**src/rtl/soc_bus_fabric.sv**
```systemverilog
// PicoRV32 native-bus interconnect: address decode, fixed or slave-driven ready,
// timeout and unmapped-address error responses with sticky error capture.
module soc_bus_fabric #(
    parameter int unsigned                   NUM_SLAVES     = 8,
    parameter logic [NUM_SLAVES*8-1:0]       SLAVE_ID       = {8'h07, 8'h06, 8'h05, 8'h04,
                                                               8'h03, 8'h02, 8'h01, 8'h00},
    parameter logic [NUM_SLAVES*4-1:0]       SLAVE_WAIT     = {NUM_SLAVES{4'd1}},
    parameter int unsigned                   TIMEOUT_CYCLES = 255,
    parameter logic [31:0]                   ERR_RDATA      = 32'hDEADBEEF
) (
    input  logic                      clk_cpu,
    input  logic                      n_reset,
    input  logic                      mem_valid,
    input  logic [31:0]               mem_addr,
    input  logic [3:0]                mem_wstrb,
    output logic                      mem_ready,
    output logic [31:0]               mem_rdata,
    output logic [NUM_SLAVES-1:0]     s_sel,
    output logic [4*NUM_SLAVES-1:0]   s_wstrb,
    input  logic [32*NUM_SLAVES-1:0]  s_rdata,
    input  logic [NUM_SLAVES-1:0]     s_ready,
    input  logic                      err_clear,
    output logic                      bus_err,
    output logic [31:0]               bus_err_addr
);

    localparam int unsigned IdxW = (NUM_SLAVES > 1) ? $clog2(NUM_SLAVES) : 1;
    localparam int unsigned TMax = (TIMEOUT_CYCLES > 15) ? TIMEOUT_CYCLES : 15;
    localparam int unsigned CntW = $clog2(TMax) + 1;
    localparam logic [CntW-1:0] TimeoutCnt = CntW'(TIMEOUT_CYCLES);

    typedef enum logic [1:0] {StIdle, StWait, StResp} state_e;

    state_e            state_q;
    logic [CntW-1:0]   cnt_q;
    logic [IdxW-1:0]   idx_q;
    logic              unmapped_q;
    logic              bus_err_q;
    logic [31:0]       bus_err_addr_q;

    logic [7:0]        id_tab    [NUM_SLAVES];
    logic [3:0]        wait_tab  [NUM_SLAVES];
    logic [31:0]       rdata_tab [NUM_SLAVES];

    for (genvar g = 0; g < NUM_SLAVES; g++) begin : g_tab
        assign id_tab[g]    = SLAVE_ID[8*g +: 8];
        assign wait_tab[g]  = SLAVE_WAIT[4*g +: 4];
        assign rdata_tab[g] = s_rdata[32*g +: 32];
    end

    logic              req;
    logic              dec_hit;
    logic [IdxW-1:0]   dec_idx;
    logic [IdxW-1:0]   cur_idx;
    logic [3:0]        cur_wait;
    logic [CntW-1:0]   wait_ext;
    logic              ready;
    logic              err_rsp;
    logic              sel_en;
    logic              err_event;
    logic [NUM_SLAVES-1:0] sel_vec;

    // Requests are masked while in reset so no output can be driven then.
    assign req = mem_valid & n_reset;

    // Scan from the top down so the lowest matching index wins.
    always_comb begin
        dec_hit = 1'b0;
        dec_idx = '0;
        for (int i = int'(NUM_SLAVES) - 1; i >= 0; i--) begin
            if (mem_addr[31:24] == id_tab[i]) begin
                dec_hit = 1'b1;
                dec_idx = IdxW'(i);
            end
        end
    end

    assign cur_idx  = (state_q == StIdle) ? dec_idx : idx_q;
    assign cur_wait = wait_tab[cur_idx];
    assign wait_ext = {{(CntW-4){1'b0}}, cur_wait};

    always_comb begin
        ready   = 1'b0;
        err_rsp = 1'b0;
        sel_en  = 1'b0;
        case (state_q)
            StIdle: begin
                if (req && dec_hit) begin
                    sel_en = 1'b1;
                    ready  = (cur_wait == 4'd0) && s_ready[cur_idx];
                end
            end
            StWait: begin
                if (req) begin
                    if (unmapped_q) begin
                        ready   = 1'b1;
                        err_rsp = 1'b1;
                    end else if (cur_wait == 4'd0) begin
                        if (s_ready[cur_idx]) begin
                            ready  = 1'b1;
                            sel_en = 1'b1;
                        end else if (cnt_q >= TimeoutCnt) begin
                            ready   = 1'b1;
                            err_rsp = 1'b1;
                        end else begin
                            sel_en = 1'b1;
                        end
                    end else begin
                        sel_en = 1'b1;
                        ready  = (cnt_q >= wait_ext);
                    end
                end
            end
            default: ;
        endcase
    end

    assign err_event = ready & err_rsp;

    always_comb begin
        sel_vec = '0;
        s_wstrb = '0;
        for (int i = 0; i < int'(NUM_SLAVES); i++) begin
            sel_vec[i]       = sel_en && (cur_idx == IdxW'(i));
            s_wstrb[4*i +: 4] = sel_vec[i] ? mem_wstrb : 4'h0;
        end
    end

    assign s_sel        = sel_vec;
    assign mem_ready    = ready;
    assign mem_rdata    = !ready ? 32'h0 : (err_rsp ? ERR_RDATA : rdata_tab[cur_idx]);
    assign bus_err      = bus_err_q;
    assign bus_err_addr = bus_err_addr_q;

    always_ff @(posedge clk_cpu or negedge n_reset) begin
        if (!n_reset) begin
            state_q        <= StIdle;
            cnt_q          <= '0;
            idx_q          <= '0;
            unmapped_q     <= 1'b0;
            bus_err_q      <= 1'b0;
            bus_err_addr_q <= 32'h0;
        end else begin
            // A new error outranks a simultaneous clear and recaptures its address.
            if (err_event) begin
                bus_err_q <= 1'b1;
                if (!bus_err_q || err_clear) begin
                    bus_err_addr_q <= mem_addr;
                end
            end else if (err_clear) begin
                bus_err_q <= 1'b0;
            end

            case (state_q)
                StIdle: begin
                    if (req) begin
                        idx_q      <= dec_idx;
                        unmapped_q <= !dec_hit;
                        cnt_q      <= CntW'(1);
                        state_q    <= ready ? StResp : StWait;
                    end
                end
                StWait: begin
                    if (!req) begin
                        state_q <= StIdle;
                        cnt_q   <= '0;
                    end else if (ready) begin
                        state_q <= StResp;
                        cnt_q   <= '0;
                    end else if (cnt_q != '1) begin
                        cnt_q <= cnt_q + CntW'(1);
                    end
                end
                StResp: begin
                    state_q <= StIdle;
                    cnt_q   <= '0;
                end
                default: begin
                    state_q <= StIdle;
                    cnt_q   <= '0;
                end
            endcase
        end
    end

endmodule
```
**config.mk**
```make
export PLATFORM = sky130hd
export DESIGN_NAME = soc_bus_fabric
export DESIGN_NICKNAME = d
export VERILOG_FILES = /design/src/rtl/soc_bus_fabric.sv
export SDC_FILE = /design/constraint.sdc
export NUM_CORES = 1
export LEC_CHECK = 0
export ABC_CLOCK_PERIOD_IN_PS = 4100
export CORE_AREA = 2 2 159 161
export CTS_CLUSTER_DIAMETER = 60
export DETAILED_ROUTE_END_ITERATION = 10
export DIE_AREA = 0 0 161 163
export PLACE_DENSITY = 0.54
export SLEW_MARGIN = 20
export SYNTH_ARGS = -nofsm -noshare
export SYNTH_HDL_FRONTEND = slang
export SYNTH_SLANG_ARGS = --single-unit
```
**constraint.sdc**
```tcl
create_clock -name clk_cpu -period 4.1 [get_ports clk_cpu]
set_clock_uncertainty 0.1 [all_clocks]
set_input_delay 1.025 -clock clk_cpu [delete_from_list [all_inputs] [get_ports clk_cpu]]
set_output_delay 1.025 -clock clk_cpu [all_outputs]
set_load 0.02 [all_outputs]
```
After elaboration in Yosys (flattened, before gate mapping)
Memories as Yosys holds them, arrays and structs flattened.
Cells that the tools add are included.

storage, ports and cells
  bits in registers = 48
  bits in read-only memories = 32
  bits in writable memories = 0
  word-level logic and storage cells = 121
  memories = 1
  output and inout port bits = 106
  input port bits = 304
  bits in latches = 0

memories
  name             words  width  read ports  clocked after Yosys merged registers in  wr ports  RTL line  source
  (no name shown)  8      4      1           0                                        0         79        assign cur_wait = wait_tab[cur_idx];

operators by class
  reductions and logical operators = 22
  eq/ne operators = 19
  add/subtract/negate cells = 1
  bitwise gates (word level) = 3
  multipliers = 0
  shift-type cells = 0
  $lt $le $gt $ge = 4
  multiplexer cells = 65
  divide/modulo/power cells = 0

operators by type and width
  operator             count
  $mux 32              4
  $bmux 32 s3          1
  $mux 4               10
  $mux 9               4
  $eq 8x3->1 const B   4
  $mux 1               28
  $mux 3               9
  $pmux 9 s2           1
  $eq 8x2->1 const B   2
  $eq 3x3->1 const B   4
  $logic_and 1x1->1    10
  $add 9x1->9 const B  1
  $ge 9x4->1           1
  $ge 9x8->1 const B   1
  $ne 9x9->1 const B   1
  $eq 8x1->1 const B   1
  $logic_not 8->1      1
  $mux 2               4
  $reduce_and 2->1     4
  $eq 3x2->1 const B   2
  $ge 4x4->1 const B   1
  $logic_not 4->1      1
  $lt 3x4->1 const B   1
  $ne 4x4->1 const B   1
  other kinds (14)     17

Depth between registers and ports, before layout
Gate-level depths: netlist (run 1).

  depth in word-level cells = 22
  gate-level depth with buffers = 8
  depth with buffers taken out = 8

Least setup slack after synthesis (run 1)
Ideal clock, no wire load.

  kind = input-to-output
  from = in mem_addr[29]
  to = out s_wstrb[16]
  path slack = 154 ps
  cell stages on the path = 5
  required time = 2975 ps
  arrival = 2821 ps
  path buffers = 0
  cell sequence = nor4_2 > nor2b_1 > a21oi_1 > nor4_2 > and2_1

on the way
  longest elaborated chain between the ends = 21
  elaborated cells on any way between the ends = 42
  those cells by class = eq/ne (8); mux (28); bitwise (1); reduce/logical (4); memory (1)

ends and longest elaborated chain
  what                                       RTL line  source
  start, declared                            14        input logic [31:0] mem_addr,
  $eq 8x3->1                                 71        if (mem_addr[31:24] == id_tab[i]) begin
  $mux 3 (8 in a row)                        71
  $mux 3                                     78        assign cur_idx = (state_q == StIdle) ? dec_idx : idx_q;
  $not 3->4 (not written as such)            79
  $mem_v2 8x4                                n/a
  $mux 4 (not written as such) (2 in a row)  79
  $logic_not 4->1                            98        end else if (cur_wait == 4'd0) begin
  $mux 1                                     98
  $mux 1                                     95        if (unmapped_q) begin
  $mux 1                                     94        if (req) begin
  $pmux 1 s2                                 86        case (state_q)
  $logic_and 1x1->1 (*)                      124       sel_vec[i] = sel_en && (cur_idx == IdxW'(i));
  via s_sel[4]                               18        output logic [NUM_SLAVES-1:0] s_sel,
  $mux 4 (*)                                 125       s_wstrb[4*i +: 4] = sel_vec[i] ? mem_wstrb : 4'h0;
  end, declared                              19        output logic [4*NUM_SLAVES-1:0] s_wstrb,

Mark *: on every way through the listed nets, which the timed path passes. The rest lies on a longest branch. The select of a mux whose other input is x is not followed.

Worst setup path in the final report (run 1)
  from = in mem_addr[30]
  to = out mem_rdata[11]

on the way
  longest elaborated chain between the ends = 21
  elaborated cells on any way between the ends = 51
  those cells by class = order compare (1); eq/ne (7); mux (37); bitwise (1); reduce/logical (4); memory (1)

ends and longest elaborated chain
  what                                                                  RTL line  source
  parallel branches: the longest is 20 deep, another holds $mem_v2 8x4  n/a
  $mux 32 (*)                                                           131       assign mem_rdata = !ready ? 32'h0 : (err_rsp ? ERR_RDATA : rdata_tab[cur_idx]);
  end, declared                                                         17        output logic [31:0] mem_rdata,

Every way passes the cells marked *. The select of a mux whose other input is x is not followed.

==> results.py, run 1 <==
metrics = {
    "synth": {
        "synth_fp_nets": 869,
        "yosys_warnings": 0,
        "ys_seq_area_share_pct": 25.5,
        "synth.avg_cell_area_um2": 8.37,
        "yosysUniqueCellTypes": 47,
        "syn_area_um2": 4710,
        "synth_edf_count": 0,
        "synth-seq-cells": 48,
        "synthCells": 562,
        "ys.flop_type": "dfrtp_1",
        "async_flop_share_pct": 100,
    },
    "sta": {
        "holdWs_ns": 0.395,
        "rsz0062_at_grt": "yes",
        "tightest_slew_ns": 0.786,
        "setup_viol": 2,
        "relSlewSlack_pct": 47.4,
        "fmaxAchievable_ghz": 0.242,
        "finalHoldViolCount": 0,
        "fin_tns_setup_ns": -0.0443,
        "min_period_ns": 4.12,
        "drv_slew": 0,
        "setup_slack_ns": -0.0239,
        "period_share_pct": 101,
    },
    "critical_path": {
        "cp_slowest_cell": "or4b_4",
        "reg2reg_to": "cnt_q[5]",
        "cp-end-kind": "output port",
        "reg2reg_depth": 5,
        "crit_fanout": 8,
        "rr_startpoint": "cnt_q[6]",
        "crit_chain": "buf_8 > or4b_4 > o21ai_4 > buf_6 > buf_12 > mux2i_4 > mux2i_1 > o2111a_1 > buf_4",
        "critPathKind": "primary input to output port",
        "cp.required_ns": 2.97,
        "r2r_slack_ns": 1.74,
        "cp.arrival_ns": 3.00,
        "start_kind": "primary input",
        "slowest_delay_ns": 0.55,
    },
    "outcome": {
        "outcome": "complete, but fails checks",
        "violations": "negative setup slack",
    },
    "cts": {
        "cts-root-buf": "clkbuf_16",
        "ctsLongestPathBuffers": 2,
        "numCtsBuffers": 5,
        "cts_tree": "built",
        "insertion_delay_ns": 0.28,
        "path_clk_slew_ns": 0.06,
        "htree_levels": 2,
        "cts_hold_buffers": 0,
        "cts.sinks": 48,
    },
    "worst_hold_path": {
        "hold-path-endpoint": "bus_err_addr[27]",
        "holdPathStages": 1,
        "min_from": "bus_err_addr[27]",
        "hold_path_class": "flip-flop to flip-flop",
    },
    "power_and_ir_drop": {
        "p_sw_uw": 608,
        "internal_power_uw": 1410,
        "power_frac_comb_pct": 48.1,
        "clockPowerShare_pct": 20.5,
        "swShare_pct": 30.1,
        "seq_power_share_pct": 31.4,
        "powerDensity_nw_per_um2": 192,
        "p_leak_uw": 0.00443,
        "peakVddDrop_mv": 0.295,
    },
    "routing": {
        "wire_per_inst_um": 19.5,
        "wl_met2_mm": 13.8,
        "drc": 0,
        "drtIter0Drc": 262,
        "drt-total-wl_mm": 26.9,
        "top_layer": "met4",
        "dr.pass1.iters": 6,
        "drtAntennaViolNets": 0,
        "avgViaCountPerCell": 4.57,
        "num_vias": 6289,
        "wl_met1_mm": 10.8,
        "met3_length_mm": 1.72,
    },
    "place": {
        "port-buffer-count": 401,
        "dp_cells": 1333,
        "hpwlAfterDp_mm": 20.8,
        "gp_congestion": 0.919,
    },
    "cells_and_area": {
        "drive_above_1_share_pct": 24.1,
        "fillCellCount": 2458,
        "regArea_um2": 1200,
        "synthToLayoutAreaGrowth_pct": 124,
        "stdcell_count": 1377,
        "multi_input_area_um2": 3470,
        "fin_nets": 1352,
    },
    "global_route": {
        "grt_remaining_overflow": 0,
        "grt_use_total_pct": 19.2,
        "grt_pass1_vias": 6315,
        "antenna_found_initial": 1,
        "grt_max_degree": 49,
        "grt_pass1_wl_mm": 38.6,
    },
    "floorplanning": {
        "initial_core_util_pct": 19.1,
        "ioPinCount": 410,
        "die_width_um": 161,
        "rows": 58,
        "dieArea_um2": 26200,
        "core-area_um2": 24700,
        "die_h_um": 163,
    },
    "flow_run": {
        "cap_violations": 0,
    },
}
-- final cells by class --
class / count / area share [%]
Inverter: 3 / 0.107
Sequential cell: 48 / 11.4
Clock inverter: 1 / 0.0711
Antenna cell: 1 / 0.0237
Clock buffer: 7 / 1.35
Multi-Input combinational cell: 473 / 32.9
Tap cell: 330 / 3.91
Timing Repair Buffer: 514 / 50.3
-- layout by cell type (no fill, tap or decap), types with 4 or more instances in the layout --
| cell | netlist | routed |
|---|---|---|
| nor3_4 | 1 | 4 |
| o22ai_1 | 7 | 6 |
| buf_6 | 7 | 41 |
| nor2_1 | 17 | 13 |
| mux2i_1 | 87 | 84 |
| buf_2 | 17 | 13 |
| and2_1 | 32 | 31 |
| nand3_1 | 52 | 52 |
| nand2_1 | 132 | 131 |
| o21ai_0 | 4 | 4 |
| a22o_1 | 16 | 14 |
| dfrtp_1 | 48 | 48 |
| nor4_4 | 1 | 5 |
| dlygate4sd2_1 | 0 | 13 |
| buf_4 | 1 | 73 |
| mux2_1 | 4 | 4 |
| clkdlybuf4s15_1 | 0 | 4 |
| clkdlybuf4s50_1 | 0 | 318 |
| o2111a_1 | 24 | 23 |
| buf_16 | 0 | 4 |
| a21oi_1 | 24 | 22 |
| buf_12 | 0 | 24 |
| buf_8 | 0 | 6 |
| mux2_2 | 28 | 28 |
| clkbuf_16 | 0 | 5 |
| clkdlybuf4s15_2 | 0 | 15 |
-- metrics by stage --
step,setup WS (ns),area (um2),total power [uW],utilization [%]
after global placement,-1.05,9740,1580,39.5
final,-0.0239,10600,2020,42.8
after global routing,-0.112,10600,2120,42.8
after detailed placement,-1.08,9750,1590,39.5
after CTS,-0.0880,10500,2040,42.6
after floorplan,0.154,4710,975,-
-- sequential cells by signal (all words and copies together), names as in the netlist --
register,cells
bus_err,1
cnt_q,9
bus_err_addr,32
idx_q,3
state_q,2
unmapped_q,1
-- cell usage after synthesis, drive strengths merged (2+ instances only) --
library cell    n  share of area [%]
a21oi          24                2.6
a22o           16                3.0
a22oi           2               0.53
a41oi           2               0.37
and2           32                4.3
and3            2               0.27
buf            31                4.1
clkbuf          7               0.56
dfrtp          48                 26
ha              3               0.80
inv             3               0.24
mux2           32                7.7
mux2i          87                 19
nand2         132                 11
nand3          52                5.5
nand4           3               0.40
nor2           18                1.5
nor2b           2               0.27
nor3            5                1.1
nor4            6                1.8
nor4b           2               0.37
o2111a         24                5.7
o211ai          2               0.32
o21ai           5               0.53
o22ai           7               0.93
or2             2               0.27
or4             4               0.80
-- layer usage --
layer / global-route usage [%] / vias up
met1: 23.1 / 2973
met3: 3.28 / 26
met4: 4.63 / 0
li1: - / 3023
met5: 0 / -
met2: 35.5 / 267
-- worst max-delay path, delay by kind of cell --
family                 cells  cell delay (ns)
AOI/OAI and AO/OA          2             0.44
buffers and inverters      4             0.61
muxes                      2             0.35
and+or+nand+nor            1             0.55
-- kinds of logic after synthesis --
kind of cell	after synthesis	synth area share, %
flip-flops	48	25.5
adder cells (fa/ha/maj)	3	0.798
AND/OR/NAND/NOR	266	28.2
AO/OA/AOI/OAI	85	14.4
buffers and inverters	41	4.92
multiplexers	119	26.2
-- power groups by stage --
| stage | Combinational (uW) | Sequential [uW] | Clock [uW] |
|---|---|---|---|
| after global routing | 1030 | 646 | 449 |
| after floorplan | 207 | 768 | 0 |
| after global placement | 947 | 636 | 0 |
| after CTS | 978 | 635 | 428 |
| after detailed placement | 947 | 641 | 0 |
| final | 973 | 634 | 414 |
-- what timing repair did --
action	4_1_cts	5_1_grt
endpoints found under the setup margin	73	60
gates resized for setup	343	43
pin swaps	30	16
gates cloned	6	0
buffers inserted	28	8
-- worst max path at each step --
stage                      start             to  slack, ns
floorplan           mem_addr[29]    s_wstrb[16]       0.15
global placement    mem_addr[29]  mem_rdata[11]      -1.05
detailed placement  mem_addr[29]  mem_rdata[11]      -1.08
CTS                 mem_addr[30]  mem_rdata[11]      -0.09
global route        mem_addr[30]   mem_rdata[3]      -0.11
finish              mem_addr[30]  mem_rdata[11]      -0.02
Power figures use the tool's default switching activity.
==> run 2: changes to the inputs <==
- CTS_BUF_LIST: default -> sky130_fd_sc_hd__clkbuf_8
==> results.py, run 2 (synthesized netlist as in run 1, its figures left out) <==
metrics = {
    "place": {
        "hpwlAfterDp_mm": 20.8,
        "port-buffer-count": 401,
        "dp_slack_ns": -1.08,
        "gp_congestion": 0.919,
        "placed_cell_area_um2": 9750,
        "dp_cells": 1333,
    },
    "cells_and_area": {
        "fillCellCount": 2458,
        "final_common_cell": "clkdlybuf4s50_1",
        "most-common-layout-cells": "318 x clkdlybuf4s50_1, 131 x nand2_1, 84 x mux2i_1",
        "synthToLayoutAreaGrowth_pct": 123,
        "final_area_um2": 10500,
        "stdcell_count": 1377,
        "fin_nets": 1352,
        "drive_above_1_share_pct": 24.1,
        "largest_register_ffs": 32,
    },
    "critical_path": {
        "path_depth": 10,
        "crit_fanout": 7,
        "slowest_delay_ns": 0.55,
        "rr_startpoint": "cnt_q[6]",
        "cp.arrival_ns": 3.00,
        "crit_family": "buffers and inverters",
        "reg2reg_depth": 5,
        "startpoint": "mem_addr[30]",
        "critPathKind": "primary input to output port",
        "crit_buf_inv": 5,
        "r2r_slack_ns": 1.74,
        "reg2reg_to": "cnt_q[5]",
        "cp.required_ns": 2.97,
        "crit_path_end": "mem_rdata[1]",
        "start_kind": "primary input",
        "crit_chain": "buf_8 > or4b_4 > o21ai_4 > buf_8 > buf_16 > buf_12 > mux2i_1 > mux2i_1 > o2111a_1 > buf_6",
        "cp-end-kind": "output port",
        "cp_slowest_cell": "or4b_4",
    },
    "power_and_ir_drop": {
        "powerDensity_nw_per_um2": 181,
        "finalPower_uw": 1900,
        "p_leak_uw": 0.00441,
        "peakVddDrop_mv": 0.326,
    },
    "cts": {
        "cts-root-buf": "clkbuf_8",
        "path_clk_slew_ns": 0.08,
        "ctsLongestPathBuffers": 2,
        "insertion_delay_ns": 0.30,
        "numCtsBuffers": 5,
        "cts_tree": "built",
        "cts.sinks": 48,
        "htree_levels": 2,
        "cts_hold_buffers": 0,
    },
    "floorplanning": {
        "initial_core_util_pct": 19.1,
        "die_h_um": 163,
        "die_width_um": 161,
        "ioPinCount": 410,
        "core-area_um2": 24700,
        "dieArea_um2": 26200,
        "rows": 58,
    },
    "worst_hold_path": {
        "hold_path_class": "flip-flop to flip-flop",
    },
    "routing": {
        "drtIter0Drc": 265,
        "num_vias": 6261,
        "drtAntennaViolNets": 0,
        "drc": 0,
        "avgViaCountPerCell": 4.55,
        "dr.pass1.iters": 6,
        "drt-total-wl_mm": 26.9,
        "wire_per_inst_um": 19.6,
    },
    "global_route": {
        "grt_remaining_overflow": 0,
        "grt_use_total_pct": 19.2,
        "grt_pass1_wl_mm": 38.5,
        "antenna_found_initial": 1,
        "grt_pass1_vias": 6315,
        "grt_max_degree": 49,
    },
    "sta": {
        "fmaxAchievable_ghz": 0.242,
        "setup_viol": 2,
        "relSlewSlack_pct": 47.4,
        "fin_tns_setup_ns": -0.0503,
        "drv_slew": 0,
        "finalHoldViolCount": 0,
        "period_share_pct": 101,
        "rsz0062_at_grt": "yes",
        "min_period_ns": 4.13,
        "setup_slack_ns": -0.0274,
        "tightest_slew_ns": 0.786,
    },
    "flow_run": {
        "cap_violations": 0,
    },
    "outcome": {
        "violations": "negative setup slack",
        "outcome": "complete, but fails checks",
    },
}
run 2: layer usage:
layer	part of all wire [%]	track usage (%)	up-vias	wire (um)
met5	0	0	-	0
met4	1.8	4.38	0	488
met3	6.0	3.28	23	1610
met2	51	35.5	248	13900
met1	41	23.1	2967	11000
li1	-	-	3023	-
run 2: power by group:
group          internal (uW)  switching, uW  total [uW]  leakage [uW]
Sequential               578           54.8         633      0.000603
Clock                    135            159         294     0.0000486
Combinational            591            383         973       0.00376
Total                   1300            596        1900       0.00441
run 2: timing repair:
| item | CTS | global route |
|---|---|---|
| gates cloned | 6 | 0 |
| gates resized for setup | 343 | 43 |
| setup buffers | 28 | 8 |
| endpoints found under the setup margin | 73 | 60 |
| pin swaps | 30 | 16 |
run 2: layout make-up:
cell class	instances	area, um2	area share (%)
Multi-Input combinational cell	473	3470	33.1
Inverter	3	11.3	0.107
Clock buffer	6	82.6	0.787
Clock inverter	2	11.3	0.107
Timing Repair Buffer	514	5300	50.5
Sequential cell	48	1200	11.4
Antenna cell	1	2.50	0.0238
Tap cell	330	413	3.93
run 2: worst min-delay path by stage:
stage | startpoint | to | slack (ns) | cells past startpoint
6_report | bus_err_addr[1] | bus_err_addr[1] | 0.40 | 1
5_1_grt | bus_err_addr[1] | bus_err_addr[1] | 0.42 | 1
4_1_cts | bus_err_addr[27] | bus_err_addr[27] | 0.40 | 1
3_5_place_dp | bus_err_addr[27] | bus_err_addr[27] | 0.38 | 1
3_3_place_gp | bus_err_addr[1] | bus_err_addr[1] | 0.37 | 1
2_1_floorplan | idx_q[1] | idx_q[1] | 0.35 | 2
run 2: through the flow:
step,hold WS [ns],utilization (%)
after CTS,0.404,42.3
after detailed placement,0.382,39.5
final,0.397,42.5
after global routing,0.417,42.5
after global placement,0.375,39.5
after floorplan,0.346,-
